**src/rtl/ahblite_interconnect_arbiter.sv**
```systemverilog
// rtl/ahblite_interconnect_arbiter.sv - per-slave round-robin AHB-Lite arbiter
// Holds grants across bursts and locked sequences; tracks the data-phase owner.
module ahblite_interconnect_arbiter #(
  parameter int MASTER    = 2,
  parameter int MID_WIDTH = (MASTER == 1) ? 1 : $clog2(MASTER)
) (
  input  logic                 HCLK,
  input  logic                 HRESETn,
  input  logic [MASTER-1:0]    mst_HSEL_i,
  input  logic [MASTER-1:0]    mst_switch_i,
  input  logic [MASTER-1:0]    mst_HMASTLOCK_i,
  input  logic                 slv_HREADY_i,
  output logic [MASTER-1:0]    mst_grant_o,
  output logic [MID_WIDTH-1:0] grant_id_o,
  output logic [MASTER-1:0]    data_grant_o,
  output logic                 locked_o
);

  typedef enum logic [1:0] {PARK, BUSY, LOCK} state_e;

  state_e                 state_q, state_d;
  logic [MASTER-1:0]      grant_q, grant_d;
  logic [MASTER-1:0]      dgrant_q, dgrant_d;
  logic [MID_WIDTH-1:0]   gid_q, gid_d;
  logic [MID_WIDTH-1:0]   rr_q, rr_d;
  logic [MID_WIDTH-1:0]   win_idx, cand_idx;
  logic                   win_found;
  logic                   arb_en;

  // Search rr+1 .. rr (owner last); the first requesting master wins.
  always_comb begin
    win_found = 1'b0;
    win_idx   = '0;
    cand_idx  = '0;
    for (int i = 1; i <= MASTER; i++) begin
      cand_idx = MID_WIDTH'((int'(rr_q) + i) % MASTER);
      if (!win_found && mst_HSEL_i[cand_idx]) begin
        win_found = 1'b1;
        win_idx   = cand_idx;
      end
    end
  end

  always_comb begin
    arb_en = 1'b0;
    unique case (state_q)
      PARK:    arb_en = 1'b1;
      BUSY:    arb_en = mst_switch_i[gid_q];
      LOCK:    arb_en = mst_switch_i[gid_q] & ~mst_HMASTLOCK_i[gid_q];
      default: arb_en = 1'b0;
    endcase
    arb_en = arb_en & slv_HREADY_i;
  end

  always_comb begin
    state_d  = state_q;
    grant_d  = grant_q;
    gid_d    = gid_q;
    rr_d     = rr_q;
    dgrant_d = dgrant_q;
    if (arb_en) begin
      if (win_found) begin
        grant_d          = '0;
        grant_d[win_idx] = 1'b1;
        gid_d            = win_idx;
        rr_d             = win_idx;
        state_d          = mst_HMASTLOCK_i[win_idx] ? LOCK : BUSY;
      end else begin
        state_d = PARK;
      end
    end
    // The address-phase owner only advances into the data phase on HREADY.
    if (slv_HREADY_i) begin
      dgrant_d = grant_q & mst_HSEL_i;
    end
  end

  always_ff @(posedge HCLK or negedge HRESETn) begin
    if (!HRESETn) begin
      state_q  <= PARK;
      grant_q  <= MASTER'(1);
      gid_q    <= '0;
      rr_q     <= '0;
      dgrant_q <= '0;
    end else begin
      state_q  <= state_d;
      grant_q  <= grant_d;
      gid_q    <= gid_d;
      rr_q     <= rr_d;
      dgrant_q <= dgrant_d;
    end
  end

  assign mst_grant_o  = grant_q;
  assign grant_id_o   = gid_q;
  assign data_grant_o = dgrant_q;
  assign locked_o     = (state_q == LOCK);

  a_grant_onehot: assert property (@(posedge HCLK) disable iff (!HRESETn) $onehot(grant_q));
  a_dgrant_onehot0: assert property (@(posedge HCLK) disable iff (!HRESETn) $onehot0(dgrant_q));

endmodule

```
**config.mk**
```make
export PLATFORM = sky130hd
export DESIGN_NAME = ahblite_interconnect_arbiter
export DESIGN_NICKNAME = d
export VERILOG_FILES = /design/src/rtl/ahblite_interconnect_arbiter.sv
export SDC_FILE = /design/constraint.sdc
export NUM_CORES = 1
export LEC_CHECK = 0
export BUFFER_PORTS_ARGS = -buffer_cell sky130_fd_sc_hd__buf_2
export CORE_MARGIN = 2
export CORE_UTILIZATION = 25
export DETAILED_ROUTE_END_ITERATION = 7
export HOLD_SLACK_MARGIN = 0.02
export SLEW_MARGIN = 20
export SYNTH_ARGS = -nofsm -noshare
export SYNTH_HDL_FRONTEND = slang
export SYNTH_SLANG_ARGS = --single-unit
```
**constraint.sdc**
```tcl
create_clock -name HCLK -period 4.5 [get_ports HCLK]
set_clock_uncertainty 0.2 [all_clocks]
set_input_delay 0 -clock HCLK [delete_from_list [all_inputs] [get_ports HCLK]]
set_output_delay 0 -clock HCLK [all_outputs]
set_load 0.05 [all_outputs]
```
==> flow_metrics.env <==
export IMPL_status="complete, no violations"
export IMPL_crit_path_end_kind="flop"
export IMPL_muxShareOfSynthArea_pct=11.19
export IMPL_cts_tree="built"
export IMPL_max_slew_worst_pin_slew_ps=308.9
export IMPL_seq_area_um2=151.4
export IMPL_dieArea_um2=1750
export IMPL_crit_fanout=9
export IMPL_drc=0
export IMPL_grt_pass1_wl_mm=1.435
export IMPL_grt_usage_pct=11.50
export IMPL_ys_seq_area_share_pct=42.31
export IMPL_synth_cells=35
export IMPL_area_delta_synth_final_pct=54.90
export IMPL_fill_cells=124
export IMPL_r2r_end="mst_grant_o[1]"
export IMPL_ios=15
export IMPL_wire_per_inst_um=10.71
export IMPL_setup_violations_final=0
export IMPL_htreeDepth=1
export IMPL_grt_max_degree=10
export IMPL_r2r_start="mst_grant_o[1]"
export IMPL_clk_pin_slew_ps=50
export IMPL_synth_compound_area_share_pct=22.73
export IMPL_vdd_drop_max_v=0.0002107
export IMPL_crit_type="reg2reg"
export IMPL_die_h_um=41.84
export IMPL_p_leak_nw=0.2564
export IMPL_drive_gt1_share_pct=36.07
export IMPL_final_cell_mix="buf_2 (14), dlygate4sd3_1 (10), dfrtp_1 (5)"
export IMPL_synth_cell_type_count=20
export IMPL_port_buffers=14
export IMPL_final_common_cell="buf_2"
export IMPL_avgSynthCellArea_um2=10.22
export IMPL_drt_initial_drc_count=8
export IMPL_p_total_uw=380.7
export IMPL_syn_cell_area_um2=357.8
export IMPL_crit_end="mst_grant_o[1]"
export IMPL_regToRegSetupSlack_ps=2290
export IMPL_core_area_um2=1318
export IMPL_crit_path_start="mst_grant_o[1]"
export IMPL_drv_cap=0
export IMPL_ys_warn_count=0
export IMPL_cts_root_buf="clkbuf_4"
export IMPL_critPathRequiredTime_ps=4430
export IMPL_finalCritPeriodShare_pct=49.09
export IMPL_multi_input_area_um2=176.4
export IMPL_die_w_um=41.84
export IMPL_cts_buffers=3
export IMPL_rows=13
export IMPL_synth_nets=44
export IMPL_yosys_area_share_simple_pct=15.38
export IMPL_hold_path_class="in2reg"
export IMPL_num_antenna_cells=0
export IMPL_startpoint_type="flop"
export IMPL_grt_ovfl_total=0
export IMPL_synthAdderAreaFrac_pct=0
export IMPL_ys_ff_latch=6
export IMPL_synth_top_family_by_area="compound AO/OA/AOI/OAI gates"
export IMPL_antenna_found_initial=0
export IMPL_post_cts_buffers=0
export IMPL_worstRegToRegCells=5
export IMPL_wl_um=814
export IMPL_arrival_ps=2140
export IMPL_viasPerCell=4.763
export IMPL_fin_nets=71
export IMPL_insertion_delay_ps=250
export IMPL_drv_slew=0
export IMPL_finalCriticalPeriod_ps=2209
export IMPL_num_vias=362
export IMPL_grt_setup_unrepaired="false"
export IMPL_place_congestion=0.7264
export IMPL_fmaxAchievable_mhz=452.7
export IMPL_clock_path_buffers=2
export IMPL_tns_ps=0
export IMPL_drt_pass1_iterations=4
export IMPL_power_density_nw_per_um2=686.8
export IMPL_synth_xor_area_share_pct=0
export IMPL_cts_sinks=6
export IMPL_timing_slew_headroom_pct=79.40
export IMPL_hold_viol=0
export IMPL_initial_core_util_pct=27.16
export IMPL_drtAntennaViolNets=0
export IMPL_grt_pass1_vias=323
-- what timing repair did --
action | in CTS | in global routing
hold endpoints to repair | 12 | 0
hold buffers | 10 | 0
resized for setup | 0 | 0
-- critical path: stages (launching register included) --
cell and delay (ps):
dfrtp_1 510, mux2_4 350, o21ai_4 140, and3_4 220
a31oi_1 90, dlygate4sd3_1 570
-- metrics by stage --
stage,area [µm²],util [%],hold WS [ps],setup slack [ps],cells
floorplan,357.8,-,-495.6,2415,35
global placement,427.9,32.48,-369.0,2712,62
detailed placement,427.9,32.48,-366.1,2662,62
CTS,554.3,42.07,178.1,2269,76
global route,554.3,42.07,211.3,2194,76
finish,554.3,42.07,183.4,2291,76
-- power by group --
| part | total [mW] | internal, mW | switching (mW) |
|---|---|---|---|
| logic | 0.217 | 0.0818 | 0.135 |
| clock network | 0.0547 | 0.0337 | 0.0210 |
| registers | 0.109 | 0.0793 | 0.0300 |
-- cells in the mapped netlist --
| cell type | count | area share [%] |
|---|---|---|
| dfrtp_1 | 5 | 35 |
| nand3_1 | 4 | 5.6 |
| inv_1 | 3 | 3.1 |
| nand2_1 | 3 | 3.1 |
| a31oi_1 | 2 | 3.5 |
| a41oi_1 | 2 | 4.9 |
| mux2_4 | 2 | 8.4 |
| o21ai_0 | 2 | 2.8 |
| a21oi_1 | 1 | 1.4 |
| a31o_1 | 1 | 2.4 |
| and3_4 | 1 | 3.1 |
| buf_4 | 1 | 2.1 |
| buf_6 | 1 | 3.1 |
| dfstp_2 | 1 | 7.3 |
| mux2i_1 | 1 | 2.8 |
| nand2b_1 | 1 | 1.7 |
| nor2b_1 | 1 | 1.7 |
| o21ai_1 | 1 | 1.4 |
| o21ai_4 | 1 | 4.5 |
| o22ai_1 | 1 | 1.7 |
-- layout make-up --
cell class	instances	area share (%)
multi-input combinational	24	31.83
timing repair buffer	24	30.70
sequential	6	27.31
clock buffer	4	4.740
tap	15	3.386
inverter	3	2.032
-- registers in the layout, indices dropped and copies added, names as in the netlist --
signal,count
mst_grant_o,2
data_grant_o,2
state_q,2
-- cell families (layout without fill, tap and decap cells) --
family,count (synthesis),in the layout
multiplexers,3,3
AO/OA/AOI/OAI,11,11
AND/OR/NAND/NOR,10,10
buffers and inverters,5,31
flip-flops,6,6
-- metal layers --
| layer | routed length [µm] | vias to the layer above | track usage, % |
|---|---|---|---|
| met2 | 392 | 15 | 15.31 |
| li1 | - | 179 | - |
| met4 | 19 | 0 | 11.61 |
| met1 | 345 | 166 | 13.49 |
| met5 | 0 | - | 0 |
| met3 | 56 | 2 | 4.348 |
-- worst min-delay path by stage --
stage	start	end	slack (ps)	depth (start not counted)
after global routing	mst_switch_i[0]	mst_grant_o[0]	210	5
after CTS	mst_switch_i[1]	mst_grant_o[0]	180	5
after global placement	HRESETn	data_grant_o[0]	-370	1
after detailed placement	HRESETn	data_grant_o[1]	-370	1
final	mst_switch_i[0]	mst_grant_o[0]	180	5
after floorplan	HRESETn	data_grant_o[0]	-500	0
Note: power is estimated with default switching activity, not from simulation.
